==> src/rtl/tqvp_led_pwm_pkg.sv <==
// Shared definitions for the multi-channel LED/PWM peripheral: register map,
// control/status bit positions and the bus write-width merge helper.
package tqvp_led_pwm_pkg;

    localparam logic [5:0] ADDR_CTRL         = 6'h00;
    localparam logic [5:0] ADDR_PRESCALE     = 6'h04;
    localparam logic [5:0] ADDR_STATUS       = 6'h08;
    localparam logic [5:0] ADDR_IRQ_EN       = 6'h0C;
    localparam logic [5:0] ADDR_DUTY_BASE    = 6'h10;
    localparam logic [5:0] ADDR_BLINK_PERIOD = 6'h30;
    localparam logic [5:0] ADDR_BLINK_MASK   = 6'h34;

    localparam int CTRL_EN_BIT    = 0;
    localparam int CTRL_INV_BIT   = 1;
    localparam int CTRL_CH_EN_LSB = 8;

    localparam int STATUS_PERIOD_BIT = 0;
    localparam int STATUS_BLINK_BIT  = 1;

    localparam logic [1:0] WR_BYTE = 2'b00;
    localparam logic [1:0] WR_HALF = 2'b01;
    localparam logic [1:0] WR_WORD = 2'b10;
    localparam logic [1:0] WR_NONE = 2'b11;

    // Replace the low byte / half / whole word of a register image.
    function automatic logic [31:0] merge_write(input logic [31:0] old_val,
                                                input logic [31:0] wdata,
                                                input logic [1:0]  write_n);
        logic [31:0] result;
        case (write_n)
            WR_BYTE: result = {old_val[31:8], wdata[7:0]};
            WR_HALF: result = {old_val[31:16], wdata[15:0]};
            WR_WORD: result = wdata;
            default: result = old_val;
        endcase
        return result;
    endfunction

endpackage

==> src/rtl/tqvp_pwm_channel.sv <==
// One PWM channel: staging duty written by the bus, active duty used by the
// comparator, reloaded on period wrap (or continuously while disabled).
module tqvp_pwm_channel
    import tqvp_led_pwm_pkg::*;
#(
    parameter int PWM_BITS = 8
) (
    input  logic                clk,
    input  logic                rst_n,
    input  logic                en,
    input  logic                wrap,
    input  logic                duty_we,
    input  logic [PWM_BITS:0]   duty_wdata,
    input  logic [PWM_BITS-1:0] pwm_cnt,
    output logic [PWM_BITS:0]   duty_stage,
    output logic                duty_on
);

    logic [PWM_BITS:0] stage_reg;
    logic [PWM_BITS:0] active_reg;

    always_ff @(posedge clk or negedge rst_n) begin
        if (!rst_n) begin
            stage_reg  <= '0;
            active_reg <= '0;
        end else begin
            if (duty_we) begin
                stage_reg <= duty_wdata;
            end
            if (!en || wrap) begin
                active_reg <= stage_reg;
            end
        end
    end

    assign duty_stage = stage_reg;
    // The extra duty bit makes duty >= 2^PWM_BITS compare true for every count.
    assign duty_on    = ({1'b0, pwm_cnt} < active_reg);

endmodule

==> src/rtl/tqvp_led_pwm.sv <==
// TinyQV user peripheral: NUM_CH shadowed PWM channels sharing a prescaled
// counter, with blink gating, output inversion and period/blink interrupts.
module tqvp_led_pwm
    import tqvp_led_pwm_pkg::*;
#(
    parameter int NUM_CH        = 8,
    parameter int PWM_BITS      = 8,
    parameter int PRESCALE_BITS = 16
) (
    input  logic        clk,
    input  logic        rst_n,
    input  logic [7:0]  ui_in,
    output logic [7:0]  uo_out,
    input  logic [5:0]  address,
    input  logic [31:0] data_in,
    input  logic [1:0]  data_write_n,
    input  logic [1:0]  data_read_n,
    output logic [31:0] data_out,
    output logic        data_ready,
    output logic        user_interrupt
);

    logic [15:0]              ctrl_reg;
    logic [PRESCALE_BITS-1:0] prescale_reg;
    logic [1:0]               status_reg;
    logic [1:0]               irq_en_reg;
    logic [15:0]              blink_period_reg;
    logic [7:0]               blink_mask_reg;
    logic [PRESCALE_BITS-1:0] pre_cnt_reg;
    logic [PWM_BITS-1:0]      pwm_cnt_reg;
    logic [15:0]              blink_cnt_reg;
    logic                     blink_phase_reg;
    logic                     irq_reg;
    logic [7:0]               uo_reg;
    logic [7:0]               uo_next;

    logic                     wr;
    logic                     ctrl_we, prescale_we, status_we, irq_en_we;
    logic                     blink_period_we, blink_mask_we;
    logic [NUM_CH-1:0]        duty_we;
    logic [PRESCALE_BITS-1:0] prescale_wdata;
    logic                     en, inv;
    logic [7:0]               ch_en;
    logic                     tick, wrap, blink_toggle, prescale_shrink;
    logic [1:0]               status_set, status_clr;
    logic [NUM_CH-1:0]        duty_on;
    logic [NUM_CH-1:0]        raw;
    logic [PWM_BITS:0]        duty_stage [NUM_CH];
    logic                     unused_inputs;

    assign unused_inputs = ^{ui_in, data_read_n};

    assign wr              = (data_write_n != WR_NONE);
    assign ctrl_we         = wr && (address == ADDR_CTRL);
    assign prescale_we     = wr && (address == ADDR_PRESCALE);
    assign status_we       = wr && (address == ADDR_STATUS);
    assign irq_en_we       = wr && (address == ADDR_IRQ_EN);
    assign blink_period_we = wr && (address == ADDR_BLINK_PERIOD);
    assign blink_mask_we   = wr && (address == ADDR_BLINK_MASK);
    assign prescale_wdata  = PRESCALE_BITS'(merge_write(32'(prescale_reg), data_in, data_write_n));

    assign en    = ctrl_reg[CTRL_EN_BIT];
    assign inv   = ctrl_reg[CTRL_INV_BIT];
    assign ch_en = ctrl_reg[CTRL_CH_EN_LSB +: 8];

    always_comb begin
        tick         = en && (pre_cnt_reg == prescale_reg);
        wrap         = tick && (pwm_cnt_reg == '1);
        blink_toggle = wrap && (blink_period_reg != '0)
                       && (blink_cnt_reg == blink_period_reg - 16'd1);
        // Equal as well as smaller: pre_cnt would otherwise step past PRESCALE and run away.
        prescale_shrink = prescale_we && (prescale_wdata <= pre_cnt_reg);
        status_set = '0;
        status_set[STATUS_PERIOD_BIT] = wrap;
        status_set[STATUS_BLINK_BIT]  = blink_toggle;
        status_clr = status_we ? data_in[1:0] : 2'b00;
    end

    always_ff @(posedge clk or negedge rst_n) begin
        if (!rst_n) begin
            pre_cnt_reg <= '0;
            pwm_cnt_reg <= '0;
        end else if (!en) begin
            pre_cnt_reg <= '0;
            pwm_cnt_reg <= '0;
        end else begin
            if (tick || prescale_shrink) begin
                pre_cnt_reg <= '0;
            end else begin
                pre_cnt_reg <= pre_cnt_reg + PRESCALE_BITS'(1);
            end
            if (tick) begin
                pwm_cnt_reg <= pwm_cnt_reg + PWM_BITS'(1);
            end
        end
    end

    always_ff @(posedge clk or negedge rst_n) begin
        if (!rst_n) begin
            blink_cnt_reg   <= '0;
            blink_phase_reg <= 1'b0;
        end else if (blink_period_reg == '0) begin
            blink_cnt_reg   <= '0;
            blink_phase_reg <= 1'b0;
        end else if (blink_toggle) begin
            blink_cnt_reg   <= '0;
            blink_phase_reg <= ~blink_phase_reg;
        end else if (wrap) begin
            blink_cnt_reg   <= blink_cnt_reg + 16'd1;
        end
    end

    always_ff @(posedge clk or negedge rst_n) begin
        if (!rst_n) begin
            ctrl_reg         <= '0;
            prescale_reg     <= '0;
            status_reg       <= '0;
            irq_en_reg       <= '0;
            blink_period_reg <= '0;
            blink_mask_reg   <= '0;
            irq_reg          <= 1'b0;
            uo_reg           <= '0;
        end else begin
            if (ctrl_we)         ctrl_reg         <= 16'(merge_write(32'(ctrl_reg), data_in, data_write_n));
            if (prescale_we)     prescale_reg     <= prescale_wdata;
            if (irq_en_we)       irq_en_reg       <= 2'(merge_write(32'(irq_en_reg), data_in, data_write_n));
            if (blink_period_we) blink_period_reg <= 16'(merge_write(32'(blink_period_reg), data_in, data_write_n));
            if (blink_mask_we)   blink_mask_reg   <= 8'(merge_write(32'(blink_mask_reg), data_in, data_write_n));
            // Set is OR-ed in after the clear so a coincident event is never lost.
            status_reg <= (status_reg & ~status_clr) | status_set;
            irq_reg    <= |(status_reg & irq_en_reg);
            uo_reg     <= uo_next;
        end
    end

    for (genvar gi = 0; gi < NUM_CH; gi++) begin : g_ch
        assign duty_we[gi] = wr && (address == ADDR_DUTY_BASE + 6'(4 * gi));

        tqvp_pwm_channel #(.PWM_BITS(PWM_BITS)) u_channel (
            .clk        (clk),
            .rst_n      (rst_n),
            .en         (en),
            .wrap       (wrap),
            .duty_we    (duty_we[gi]),
            .duty_wdata ((PWM_BITS+1)'(merge_write(32'(duty_stage[gi]), data_in, data_write_n))),
            .pwm_cnt    (pwm_cnt_reg),
            .duty_stage (duty_stage[gi]),
            .duty_on    (duty_on[gi])
        );

        assign raw[gi] = en & ch_en[gi] & duty_on[gi] & ~(blink_phase_reg & blink_mask_reg[gi]);
    end

    always_comb begin
        uo_next = '0;
        uo_next[NUM_CH-1:0] = raw ^ {NUM_CH{inv}};
    end

    always_comb begin
        data_out = '0;
        case (address)
            ADDR_CTRL:         data_out = 32'(ctrl_reg);
            ADDR_PRESCALE:     data_out = 32'(prescale_reg);
            ADDR_STATUS:       data_out = 32'(status_reg);
            ADDR_IRQ_EN:       data_out = 32'(irq_en_reg);
            ADDR_BLINK_PERIOD: data_out = 32'(blink_period_reg);
            ADDR_BLINK_MASK:   data_out = 32'(blink_mask_reg);
            default:           data_out = '0;
        endcase
        for (int i = 0; i < NUM_CH; i++) begin
            if (address == ADDR_DUTY_BASE + 6'(4 * i)) begin
                data_out = 32'(duty_stage[i]);
            end
        end
    end

    assign uo_out         = uo_reg;
    assign user_interrupt = irq_reg;
    assign data_ready     = 1'b1;

endmodule
==> config.mk <==
export PLATFORM = sky130hd
export DESIGN_NAME = tqvp_led_pwm
export DESIGN_NICKNAME = d
export VERILOG_FILES = /design/src/rtl/tqvp_led_pwm_pkg.sv /design/src/rtl/tqvp_pwm_channel.sv /design/src/rtl/tqvp_led_pwm.sv
export SDC_FILE = /design/constraint.sdc
export NUM_CORES = 1
export LEC_CHECK = 0
export BUFFER_PORTS_ARGS = -buffer_cell sky130_fd_sc_hd__buf_2
export CAP_MARGIN = 20
export CORE_MARGIN = 3
export CORE_UTILIZATION = 53
export DETAILED_ROUTE_END_ITERATION = 8
export HOLD_SLACK_MARGIN = 0.05
export MAX_ROUTING_LAYER = met4
export PLACE_DENSITY = 0.74
export SETUP_SLACK_MARGIN = 0.4
export SLEW_MARGIN = 20
export SYNTH_ARGS = -nofsm -noshare
export SYNTH_HDL_FRONTEND = slang
export SYNTH_SLANG_ARGS = --single-unit
==> constraint.sdc <==
create_clock -name clk -period 2.7 [get_ports clk]
set_clock_uncertainty 0.1 [all_clocks]
set_input_delay 0.27 -clock clk [delete_from_list [all_inputs] [get_ports clk]]
set_output_delay 0.27 -clock clk [all_outputs]
set_load 0.02 [all_outputs]
# After elaboration in Yosys (flattened, before gate mapping)
# Cells that the tools add are included.
# W data, S select, Z words.
# op_classes
addsub,4
n_lt_le_gt_ge,9
eq_ne,20
n_mux,24
n_bitwise,47
n_reduce_logical,53
# op_table
op,count
$mux W32,8
$pmux W16 S3,2
$pmux W16 S6,1
$mux W16,5
$lt A8 B9 Y1,8
$eq A6 B6 Y1 const B,6
$add A16 B1 Y16 const B,2
$and A1 B1 Y1,32
$eq A16 B16 Y1,2
$reduce_and A3 Y1,10
$pmux W9 S3,1
$eq A6 B5 Y1 const B,4
$pmux W8 S3,1
$reduce_and A2 Y1,12
$logic_and A1 B1 Y1,19
$le A16 B16 Y1,1
$logic_not A16 Y1,1
$mux W8,2
$reduce_bool A16 Y1,1
$sub A16 B1 Y16 const B,1
$eq A6 B4 Y1 const B,2
$not A1 Y1,10
$add A8 B1 Y8 const B,1
$eq A8 B8 Y1 const B,1
19 further kinds,24
# totals
register_bits,254
in_bits,52

# Logic depth before layout (Yosys ltp)
# Gate-level depths: netlist of run 1.
# depth
word_depth,10
depth_mapped,17
ltp_nobuf,14

# Hierarchy
# Synthesis of run 1 repeated with hierarchy kept, for this count alone.
# hier_totals
cells_unflattened,1575
area_unflattened_um2,15378.5
# by_module_without_submodules
mod,instances,cells_per_inst,area_each_um2,seq_area_each_um2
tqvp_led_pwm,1,991,8207.9,2752.6
tqvp_pwm_channel (g_ch[1].u_channel ...),7,73,897.1,450.4
tqvp_pwm_channel (g_ch[0].u_channel),1,73,890.9,450.4

# Worst setup path after synthesis of run 1
# No wires, ideal clock.
# synth_timing
kind,input port to flip-flop
startpoint,input data_write_n[0]
endpoint,register pre_cnt_reg[10]
setup_ns,0.121
t_arrival_ns,3.020
t_required_ns,2.479
path_slack_ns,-0.541
cell_stages,15
cell_sequence,ha_1 clkbuf_1 clkbuf_1 clkbuf_1 nand2_1 o21ai_0 ha_1 nor2b_1 o21a_1 o21a_1 o211ai_1 a21oi_1 o2111ai_1 buf_2 nor2_1
# synth_between
elab_chain_len,7
elab_cells_between_ends,11
classes_between,order compare: 1; eq/ne: 3; mux: 3; reduce/logical: 4
# synth_lines
item,line,source
start: declaration,tqvp_led_pwm.sv:16,"input logic [1:0] data_write_n,"
"$eq A2 B2 Y1, or another cell as far along",tqvp_led_pwm_pkg.sv:30,case (write_n)
$pmux W16 S3 *,tqvp_led_pwm_pkg.sv:30,
net prescale_wdata[1],tqvp_led_pwm.sv:41,logic [PRESCALE_BITS-1:0] prescale_wdata;
$le A16 B16 Y1 *,tqvp_led_pwm.sv:72,prescale_shrink = prescale_we && (prescale_wdata <= pre_cnt_reg);
$logic_and A1 B1 Y1 *,tqvp_led_pwm.sv:72,
$logic_or A1 B1 Y1 *,tqvp_led_pwm.sv:87,if (tick || prescale_shrink) begin
$mux W16 *,tqvp_led_pwm.sv:87,
$mux W16 *,tqvp_led_pwm.sv:83,end else if (!en) begin
end signal: assignment,tqvp_led_pwm.sv:90,pre_cnt_reg <= pre_cnt_reg + PRESCALE_BITS'(1);
end: declaration,tqvp_led_pwm.sv:29,logic [PRESCALE_BITS-1:0] pre_cnt_reg;
# The timed path passes the listed nets; every way through them passes the cells marked *.
# A chain may end at the register's enable or synchronous reset.

# Final worst setup path of run 1
# layout_timing
startpoint,register blink_period_reg[1]
endpoint,register blink_phase_reg
# layout_between
elab_chain_len,4
elab_cells_between_ends,8
classes_between,add/sub: 1; eq/ne: 1; mux: 1; reduce/logical: 5
# layout_lines
item,line,source
start: declaration,tqvp_led_pwm.sv:27,logic [15:0] blink_period_reg;
start signal: assignment,tqvp_led_pwm.sv:127,"if (blink_period_we) blink_period_reg <= 16'(merge_write(32'(blink_period_reg), data_in, data_write_n));"
$sub A16 B1 Y16 or $reduce_bool A16 Y1 (tied branches),"tqvp_led_pwm.sv:70, tqvp_led_pwm.sv:69",
$eq A16 B16 Y1 or $logic_and A1 B1 Y1 (tied branches),"tqvp_led_pwm.sv:70, tqvp_led_pwm.sv:69",
$logic_and A1 B1 Y1,tqvp_led_pwm.sv:70,&& (blink_cnt_reg == blink_period_reg - 16'd1);
$reduce_bool A2 Y1 (no source line),--,
end signal: assignment,tqvp_led_pwm.sv:107,blink_phase_reg <= ~blink_phase_reg;
end: declaration,tqvp_led_pwm.sv:32,logic blink_phase_reg;
# Several ways; a longest one is shown, not always the timed one.

==> key figures, run 1 <==
Status
  • Outcome: complete, no violations

STA
  • Max Clk Rate: 380.0 MHz
  • Tmin final: 2.632 ns
  • RSZ-0062 raised after global routing: true
  • Slew HR: 45.30%
  • Tcrit/Tclk final: 97.47%
  • # setup viols final: 0
  • Setup TNS: 0 ns
  • Final Hold Fails: 0
  • Worst-margin pin slew: 0.8205 ns
  • Max-slew violations: 0

Final layout
  • Fraction of layout cells with a size suffix above 1: 39.50%
  • Area growth from synthesis to layout: 34.98%
  • Core Util, Final: 73.51%
  • Nets: 1,708
  • ANT cells: 0
  • Layout fillers: 1,583

Worst setup path
  • CP Class: reg -> reg
  • CP Capture Type: flop
  • R2R cell count: 8
  • RR Startpoint: blink_period_reg[1]
  • Largest fanout on the critical path: 4
  • Worst path arrival time: 2.96 ns
  • Reg2reg end: blink_phase_reg
  • CP startpoint kind: flop
  • Worst EP required: 3.03 ns
  • R2R setup slack: 0.07 ns

Detailed routing
  • Post-DR vias/cell: 6.191
  • # DRC: 0
  • Iter 0 DRT Violations: 1,299
  • Post-DRT Antenna Nets: 0
  • Total wire length: 45.29 mm
  • Via count: 11.95k
  • First-pass DRT Iterations: 9
  • WL/cell: 23.47 µm

Power
  • Leakage Power: 8.699 nW
  • PwrDens: 682.7 nW/µm²
  • Worst ir drop on vdd: 0.0008080 V

Synthesis
  • Simple-Gate Fraction of Synth Area: 12.57%
  • Post-synthesis mux area share: 10.78%
  • XOR/XNOR Fraction of Synth Area: 4.812%
  • FFs w/ async S/R, synth: 100.0%
  • Largest family of logic cells by synthesized area: compound AO/OA/AOI/OAI gates
  • Compound-Gate Fraction of Synth Area: 12.92%
  • Gate Count Post-Synth: 1,366
  • Dominant cells by area after synthesis: dfrtp_1, mux2_2, ha_1
  • Sequential area share after synthesis: 45.95%
  • Area share of the largest cell type after synthesis: 45.95%
  • Commonest cells post-synth: dfrtp_1, nand2_1, mux2_2
  • Yosys top cell by area: dfrtp_1
  • YS warnings: 0
  • Post-Synth Adder-Cell Area: 7.055%
  • Post-synth top flop: dfrtp_1
  • Syn_area_per_cell: 10.13 µm²
  • Syn Std Cell Area: 13,830 µm²
  • FF+latch count, synth: 254
  • Netlist cell types: 72
  • Number of enable flip-flop cells after synthesis: 0
  • Most common cell in the netlist: dfrtp_1

Global route
  • Vias in the first global route: 12.18k
  • First-pass GRT wire length: 67.25 mm
  • Global route total overflow: 0
  • Initial antenna violation count: 0
  • Global router's overall resource usage: 31.03%
  • Pin count of the biggest net entering global routing: 64

Job
  • MaxCap Viol Count: 0

Die
  • Die area: 28,070 µm²
  • Die Height: 167.6 µm
  • Core area: 25,400 µm²
  • Cell Rows: 58
  • Starting density of the core: 54.46%
  • I/O Pins: 94
  • DIE WIDTH: 167.6 µm

Worst hold path
  • Hold Path Sink: ctrl_reg[8]
  • Hold path cells: 2
  • Worst hold start: data_in[8]
  • HP Class: in -> reg

Placed design
  • Port buffer count: 50
  • Global placement routability congestion: 0.9179
  • Detail Placement HPWL: 28.09 mm

Clock network
  • Worst skew pair latency: 0.57 ns
  • H-tree levels: 1
  • CTS buffer count: 29
  • Sink Count: 254
  • Clk slew on worst S/H paths: 0.06 ns
  • CTS tree: yes
  • Root buffer cell: clkbuf_16
  • Max Root-Sink Buffers: 3
[repair_timing]
item                       4_1_cts  5_1_grt
setup endpoints to repair      121      128
cloned                          12        1
pin swaps                       67       63
buffers inserted                42        6
hold buffers                    16        0
gates resized for setup        193      168
hold endpoints to repair       207        0
[final cells by class]
class	instances	area (µm²)	area share, %
well taps	330	412.9	2.211
inverters	99	384.1	2.057
repair buffers	255	2527	13.54
flip-flops and latches	254	6359	34.05
multi-input cells	939	7998	42.83
clock buffers	37	785.8	4.208
clock inverters	16	205.2	1.099
[report_power, final]
part	total [mW]	switching [mW]	internal (mW)
combinational	3.73	1.97	1.76
clock	4.13	1.68	2.45
sequential	4.89	0.479	4.41
[critical path, stage by stage, from the launching register on]
cell and delay, ns:
dfrtp_1 0.41, or4_4 0.57, buf_12 0.16, nor4_4 0.35, xnor2_1 0.14, a211oi_2 0.21
o211ai_2 0.17, or2_4 0.27, mux2i_1 0.11
[how the worst max path moves through the flow]
stage / from / to
4_1_cts: prescale_reg[9] / blink_cnt_reg[7]
3_5_place_dp: data_write_n[1] / pre_cnt_reg[7]
6_report: blink_period_reg[1] / blink_phase_reg
5_1_grt: blink_period_reg[1] / blink_phase_reg
3_3_place_gp: data_write_n[1] / pre_cnt_reg[3]
2_1_floorplan: data_write_n[1] / pre_cnt_reg[0]
[kinds of logic after synthesis]
| kind of cell | count (synthesis) |
|---|---|
| other | 2 |
| XOR/XNOR | 76 |
| buffers and inverters | 189 |
| adder cells (fa/ha/maj) | 78 |
| AO/OA/AOI/OAI | 272 |
| multiplexers | 132 |
| flip-flops | 254 |
| AND/OR/NAND/NOR | 363 |
[through the flow]
stage | power, mW | setup slack [ns] | area, µm² | instances | hold WS [ns]
2_1_floorplan | 6.403 | -0.1660 | 14110 | 1381 | -0.1256
3_3_place_gp | 7.203 | -0.1682 | 15300 | 1800 | 0.1571
3_5_place_dp | 7.329 | -0.2686 | 15300 | 1800 | 0.1557
4_1_cts | 12.16 | 0.06865 | 17890 | 1923 | 0.07442
5_1_grt | 13.26 | -0.01069 | 18670 | 1930 | 0.08938
6_report | 12.75 | 0.06829 | 18670 | 1930 | 0.1015
[routing by layer]
metal | GRT usage, % | part of all wire [%] | up-vias | routed length [µm]
met4 | 12.20 | 5.2 | 0 | 2371
met2 | 51.20 | 49 | 601 | 22190
met5 | - | 0 | - | 0
met3 | 4.556 | 7.6 | 192 | 3428
met1 | 38.85 | 38 | 5957 | 17300
li1 | - | - | 5199 | -
[placed cells by master, fill, tap and decap left out, types with 27 or more instances in the layout]
cell / instances
nand2_4: 27
nand2_1: 116
xor2_1: 32
ha_1: 70
a21oi_1: 27
o21ai_0: 39
nor2_1: 37
buf_4: 126
mux2_2: 117
buf_2: 39
o21ai_2: 42
inv_1: 96
xnor2_1: 44
buf_6: 34
dfrtp_1: 252
clkbuf_16: 31
Power figures use the tool's default switching activity.
==> run 2, diff against run 1 <==
MAX_ROUTING_LAYER = not set   (was met4)
==> key figures, run 2 (synthesis results as in run 1) <==
Worst setup path
  • Worst EP required: 2.33 ns (-0.70 ns)
  • R2R setup slack: 0.04 ns (-0.03 ns)
  • CP Capture Type: primary output
  • CP Class: reg -> out
  • Largest fanout on the critical path: 14 (+10)
  • Buf+Inv Stages, Crit Path: 2 (+1)
  • CP startpoint kind: flop
  • R2R cell count: 8 (unchanged)
  • Reg2reg end: blink_phase_reg
  • Worst path max stage delay: 0.48 ns (-0.09 ns)
  • CP max stage cell: mux4_2
  • Worst path arrival time: 2.37 ns (-0.59 ns)
  • Most frequent CP cell: a22oi_2
  • Critical path's top delay family: compound AO/OA/AOI/OAI gates
  • RR Startpoint: blink_period_reg[0]
  • Cells along the critical path: buf_12, mux4_2, a22oi_2, a22oi_2, o221ai_2, a32oi_2, buf_4

STA
  • Max Clk Rate: 364.4 MHz (-4.1%)
  • RSZ-0062 raised after global routing: true
  • Tcrit/Tclk final: 101.6% (+4.2 points)
  • Final Hold Fails: 0 (unchanged)
  • Worst-margin pin slew: 0.8766 ns (+0.05612 ns)
  • Setup TNS: -0.04405 ns (-0.04405 ns)
  • # setup viols final: 1 (+1)
  • Slew HR: 41.56% (-3.7 points)
  • Tmin final: 2.744 ns (+0.1123 ns)
  • Max-slew violations: 0 (unchanged)
  • Worst Slack Setup Final: -0.04405 ns (-0.1123 ns)

Die
  • Cell Rows: 58 (unchanged)
  • Starting density of the core: 54.46% (unchanged)
  • Core area: 25,400 µm² (unchanged)
  • Die area: 28,070 µm² (unchanged)
  • I/O Pins: 94 (unchanged)
  • DIE WIDTH: 167.6 µm (unchanged)
  • Die Height: 167.6 µm (unchanged)

Final layout
  • Fraction of layout cells with a size suffix above 1: 36.32% (-3.2 points)
  • Layout fillers: 1,743 (+10%)
  • Nets: 1,687 (-1.2%)
  • Finished layout cell area: 18,040 µm² (-3.4%)
  • Commonest non-fill, non-tap cell in the layout: dfrtp_1
  • Most frequent cells in the layout: dfrtp_1, buf_4, nand2_1, mux2_2, inv_1
  • ANT cells: 0 (unchanged)
  • Area growth from synthesis to layout: 30.41%
  • Fin cells: 1,905 (-1.3%)

Power
  • Logic pwr share: 27.5% (-1.8 points)
  • Psw: 3.857 mW (-6.6%)
  • Flop pwr share: 40.2% (+1.9 points)
  • Worst ir drop on vdd: 0.0004952 V (-39%)
  • Sw Share: 31.98% (-0.41 points)
  • Internal power: 8.203 mW (-4.8%)
  • Leakage Power: 8.403 nW (-3.4%)
  • Tot Pwr: 12.06 mW (-5.4%)
  • PwrDens: 668.5 nW/µm² (-2.1%)
  • Clock share of power: 32.2% (-0.2 points)

Status
  • Violated checks: setup timing
  • Outcome: complete, but fails checks

Detailed routing
  • First-pass DRT Iterations: 8 (-1)
  • Post-DR vias/cell: 6.188 (about the same)
  • Iter 0 DRT Violations: 1,068 (-18%)
  • WL/cell: 22.43 µm (-4.4%)
  • Total wire length: 42.72 mm (-5.7%)
  • Post-DRT Antenna Nets: 0 (unchanged)
  • Via count: 11.79k (-1.3%)
  • # DRC: 0 (unchanged)

Global route
  • Global router's overall resource usage: 27.68% (-3.4 points)
  • Vias in the first global route: 11.63k (-4.6%)
  • First-pass GRT wire length: 62.49 mm (-7.1%)
  • Initial antenna violation count: 0 (unchanged)
  • Pin count of the biggest net entering global routing: 72 (+13%)
  • Global route total overflow: 0 (unchanged)

Placed design
  • Detail Placement HPWL: 27.95 mm (-0.47%)
  • Port buffer count: 50 (unchanged)
  • Placed cells: 1,798 (-0.11%)
  • Global placement routability congestion: 0.9088 (-0.99%)
  • Post-DP Area: 15,290 µm² (about the same)
  • Placement Setup Slack: -0.2108 ns (+0.05772 ns)

Worst hold path
  • Worst hold start: data_in[2]
  • HP Class: in -> reg
  • Hold Path Sink: g_ch[2].u_channel.duty_stage[2]
  • Hold path cells: 2 (unchanged)

Job
  • MaxCap Viol Count: 0 (unchanged)

Clock network
  • Worst skew pair latency: 0.57 ns (about the same)
  • CTS tree: yes
  • H-tree levels: 1 (unchanged)
  • Clk slew on worst S/H paths: 0.06 ns (about the same)
  • Root buffer cell: clkbuf_16
  • Sink Count: 254 (unchanged)
  • Max Root-Sink Buffers: 3 (unchanged)
  • CTS buffer count: 29 (unchanged)
[run 2: power groups by stage]
stage               Clock [mW]  Sequential (mW)  Combinational (mW)
floorplan                    0             4.78                1.63
global placement             0             4.83                2.36
detailed placement           0             4.86                2.45
CTS                       3.89             4.80                2.73
global route              4.07             4.91                3.58
finish                    3.89             4.85                3.32
[run 2: worst reg2reg max path, cell delays in order (launching register included)]
cell and delay, ns:
dfrtp_1 0.39, or4_4 0.58, buf_12 0.16, o41a_1 0.37, a211oi_2 0.20, a211oi_2 0.08
o211ai_2 0.29, or2_4 0.21, mux2i_1 0.20
[run 2: how the worst max path moves through the flow]
stage	start	cells past startpoint	end	slack [ns]
after global placement	data_write_n[1]	10	pre_cnt_reg[3]	-0.17
after CTS	ctrl_reg[0]	7	data_out[0]	0.02
final	ctrl_reg[0]	7	data_out[0]	-0.04
after detailed placement	data_write_n[1]	10	pre_cnt_reg[3]	-0.21
after global routing	ctrl_reg[0]	7	data_out[0]	-0.09
after floorplan	data_write_n[1]	16	pre_cnt_reg[0]	-0.17
[run 2: repair_timing]
item,4_1_cts,5_1_grt
hold buffers,16,0
cloned,2,10
pin swaps,45,71
gates resized for setup,98,190
hold endpoints to repair,94,0
setup buffers,14,16
endpoints found under the setup margin,122,126
[run 2: area by class of cell]
cell class                 instances  area [µm²]  area share, %
sequential                       254        6362          35.27
inverter                          99       384.1          2.129
tap                              330       412.9          2.289
clock inverter                     9       116.4         0.6450
clock buffer                      40       807.0          4.474
multi-input combinational        941        7834          43.42
timing repair buffer             232        2123          11.77
[run 2: layer usage]
layer | GRT usage (%) | routed length, µm | up-vias
li1 | - | - | 5146
met1 | 36.10 | 16490 | 5898
met2 | 46.44 | 20710 | 588
met3 | 4.202 | 3458 | 157
met4 | 11.45 | 2062 | 0
met5 | 0 | 0 | -
[run 2: per-stage QoR]
step                util, %  hold slack (ns)
floorplan                 -          -0.1256
CTS                   66.79          0.08571
detailed placement    60.19           0.1736
global route          71.02          0.09530
global placement      60.19           0.1744
finish                71.02          0.09106
==> run 3, diff against run 2 <==
SYNTH_HIERARCHICAL = 1   (was not set)
==> key figures, run 3 <==
STA
  • Tmin final: 2.631 ns (-0.1126 ns)
  • Slew HR: 46.91% (+5.4 points)
  • Final Hold Fails: 0 (unchanged)
  • Worst-margin pin slew: 0.7947 ns (-0.08193 ns)
  • Worst hold margin: 0.1269 ns (+0.03587 ns)
  • Max Clk Rate: 380.0 MHz (+4.3%)
  • # setup viols final: 0 (-1)
  • Max-slew violations: 0 (unchanged)
  • RSZ-0062 raised after global routing: true
  • Tcrit/Tclk final: 97.46% (-4.2 points)

Clock network
  • Clk slew on worst S/H paths: 0.06 ns (about the same)
  • CTS buffer count: 28 (-3.4%)
  • Worst skew pair latency: 0.56 ns (about the same)
  • H-tree levels: 1 (unchanged)
  • Max Root-Sink Buffers: 3 (unchanged)
  • CTS tree: yes
  • Sink Count: 254 (unchanged)
  • Root buffer cell: clkbuf_16

Final layout
  • Multi-input logic area: 9290 µm² (+19%)
  • Seq. cell area: 6375 µm² (+0.20%)
  • Core Util, Final: 71.10% (+0.080 points)
  • ANT cells: 0 (unchanged)
  • Commonest non-fill, non-tap cell in the layout: nand2_1
  • Layout fillers: 1,856 (+6.5%)
  • Most frequent cells in the layout: nand2_1, dfrtp_1, buf_4, mux2_2, inv_1
  • Fin cells: 2,184 (+15%)
  • Area growth from synthesis to layout: 30.22%
  • Fraction of layout cells with a size suffix above 1: 39.76% (+3.4 points)
  • Nets: 1,915 (+14%)

Synthesis
  • Gate Count Post-Synth: 1,575 (+15%)
  • Number of enable flip-flop cells after synthesis: 0 (unchanged)
  • FFs w/ async S/R, synth: 100.0% (unchanged)
  • Most common cell in the netlist: nand2_1
  • FF+latch count, synth: 254 (unchanged)
  • Syn Std Cell Area: 15,380 µm² (+11%)
  • Dominant cells by area after synthesis: dfrtp_1, mux2_2, nand2_1
  • Netlist cell types: 74 (+2.8%)
  • Yosys top cell by area: dfrtp_1
  • Sequential area share after synthesis: 41.33% (-4.6 points)
  • Commonest cells post-synth: nand2_1, dfrtp_1, mux2_2
  • Post-synth top flop: dfrtp_1
  • Syn_area_per_cell: 9.764 µm² (-3.6%)
  • Area share of the largest cell type after synthesis: 41.33% (-4.6 points)
  • YS warnings: 6 (+6)

Detailed routing
  • Post-DR vias/cell: 6.031 (-2.5%)
  • First-pass DRT Iterations: 7 (-1)
  • Via count: 13.17k (+12%)
  • # DRC: 0 (unchanged)
  • WL/cell: 22.19 µm (-1.0%)
  • Total wire length: 48.47 mm (+13%)
  • Iter 0 DRT Violations: 1,421 (+33%)
  • Post-DRT Antenna Nets: 0 (unchanged)

Placed design
  • Detail Placement HPWL: 30.48 mm (+9.0%)
  • Global placement routability congestion: 0.9483 (+4.3%)
  • Port buffer count: 50 (unchanged)
  • Placed cells: 2,042 (+14%)

Worst setup path
  • Worst path arrival time: 2.26 ns (-0.11 ns)
  • CP Class: reg -> out
  • Largest fanout on the critical path: 4 (-10)
  • Worst EP required: 2.33 ns (about the same)
  • CP startpoint kind: flop
  • CP Capture Type: primary output

Die
  • DIE WIDTH: 176.3 µm (+5.2%)
  • I/O Pins: 94 (unchanged)
  • Cell Rows: 61 (+5.2%)
  • Core area: 28,160 µm² (+11%)
  • Starting density of the core: 54.60% (+0.14 points)
  • Die area: 31,100 µm² (+11%)
  • Die Height: 176.3 µm (+5.2%)

Power
  • Worst ir drop on vdd: 0.0005894 V (+19%)
  • Tot Pwr: 12.10 mW (+0.32%)
  • PwrDens: 604.2 nW/µm² (-9.6%)
  • Leakage Power: 9.536 nW (+13%)

Global route
  • Pin count of the biggest net entering global routing: 72 (unchanged)
  • Global router's overall resource usage: 29.11% (+1.4 points)
  • Global route total overflow: 0 (unchanged)
  • Initial antenna violation count: 0 (unchanged)
  • First-pass GRT wire length: 71.26 mm (+14%)
  • Vias in the first global route: 12.80k (+10%)

Worst hold path
  • HP Class: in -> reg

Job
  • MaxCap Viol Count: 0 (unchanged)

Status
  • Outcome: complete, no violations
[run 3: kinds of logic after synthesis]
logic type	Yosys count	share of synthesized area, %
adder cells (fa/ha/maj)	79	6.427
other	2	0.04883
AO/OA/AOI/OAI	265	12.68
XOR/XNOR	77	4.385
flip-flops	254	41.33
buffers and inverters	199	6.444
AND/OR/NAND/NOR	552	17.65
multiplexers	147	11.04
[run 3: layout make-up]
class	count	area share (%)
multi-input cells	1138	46.39
clock inverters	15	0.8185
inverters	101	1.968
clock buffers	37	3.924
repair buffers	261	12.70
flip-flops and latches	254	31.83
well taps	378	2.362
[run 3: routing by layer]
metal  GRT usage, %  wire [µm]
met5              0          0
met4          12.77       2695
met3          4.473       3562
met2          47.66      22970
met1          38.56      19240
[run 3: power breakdown]
part | leakage [nW] | total (mW) | switching, mW | internal, mW
Sequential | 3.41 | 4.75 | 0.490 | 4.26
Combinational | 5.66 | 3.38 | 1.82 | 1.57
Clock | 0.471 | 3.96 | 1.63 | 2.34
[run 3: worst max-delay path: stages, from the launching register on]
cell,delay [ns]
dfrtp_1,0.43
mux2_4,0.31
o22ai_4,0.15
o21ai_2,0.09
a221oi_2,0.22
o21ai_1,0.09
buf_4,0.15
o2bb2ai_2,0.13
buf_6,0.14
[run 3: path summary, 6_finish.rpt]
| kind | start | endpoint | slack, ns | cells after the start |
|---|---|---|---|---|
| max in group asynchronous | rst_n | pwm_cnt_reg[6] | 1.61 | 3 |
| max reg2reg | blink_period_reg[0] | blink_cnt_reg[3] | 0.15 | 10 |
| min in group asynchronous | rst_n | pre_cnt_reg[11] | 0.17 | 2 |
| min reg2reg | g_ch[5].u_channel/active_reg[0] | g_ch[5].u_channel/active_reg[0] | 0.41 | 1 |
| max | g_ch[0].u_channel/duty_stage[5] | data_out[5] | 0.07 | 8 |
| min | data_in[9] | prescale_reg[9] | 0.13 | 5 |
[run 3: per-stage QoR]
step / setup slack [ns] / setup TNS, ns / area (µm²)
2_1_floorplan: -0.3071 / -4.255 / 15650
3_3_place_gp: -0.3929 / -6.034 / 16740
3_5_place_dp: -0.4473 / -6.963 / 16740
4_1_cts: 0.06114 / 0 / 18890
5_1_grt: 0.03013 / 0 / 20030
6_report: 0.06857 / 0 / 20030
[run 3: repair_timing]
action	CTS	global route
setup endpoints to repair	125	136
gates cloned	4	6
hold buffers	17	3
endpoints found under the hold margin	123	3
resized for setup	150	189
pin swaps	50	49
setup buffers	44	17
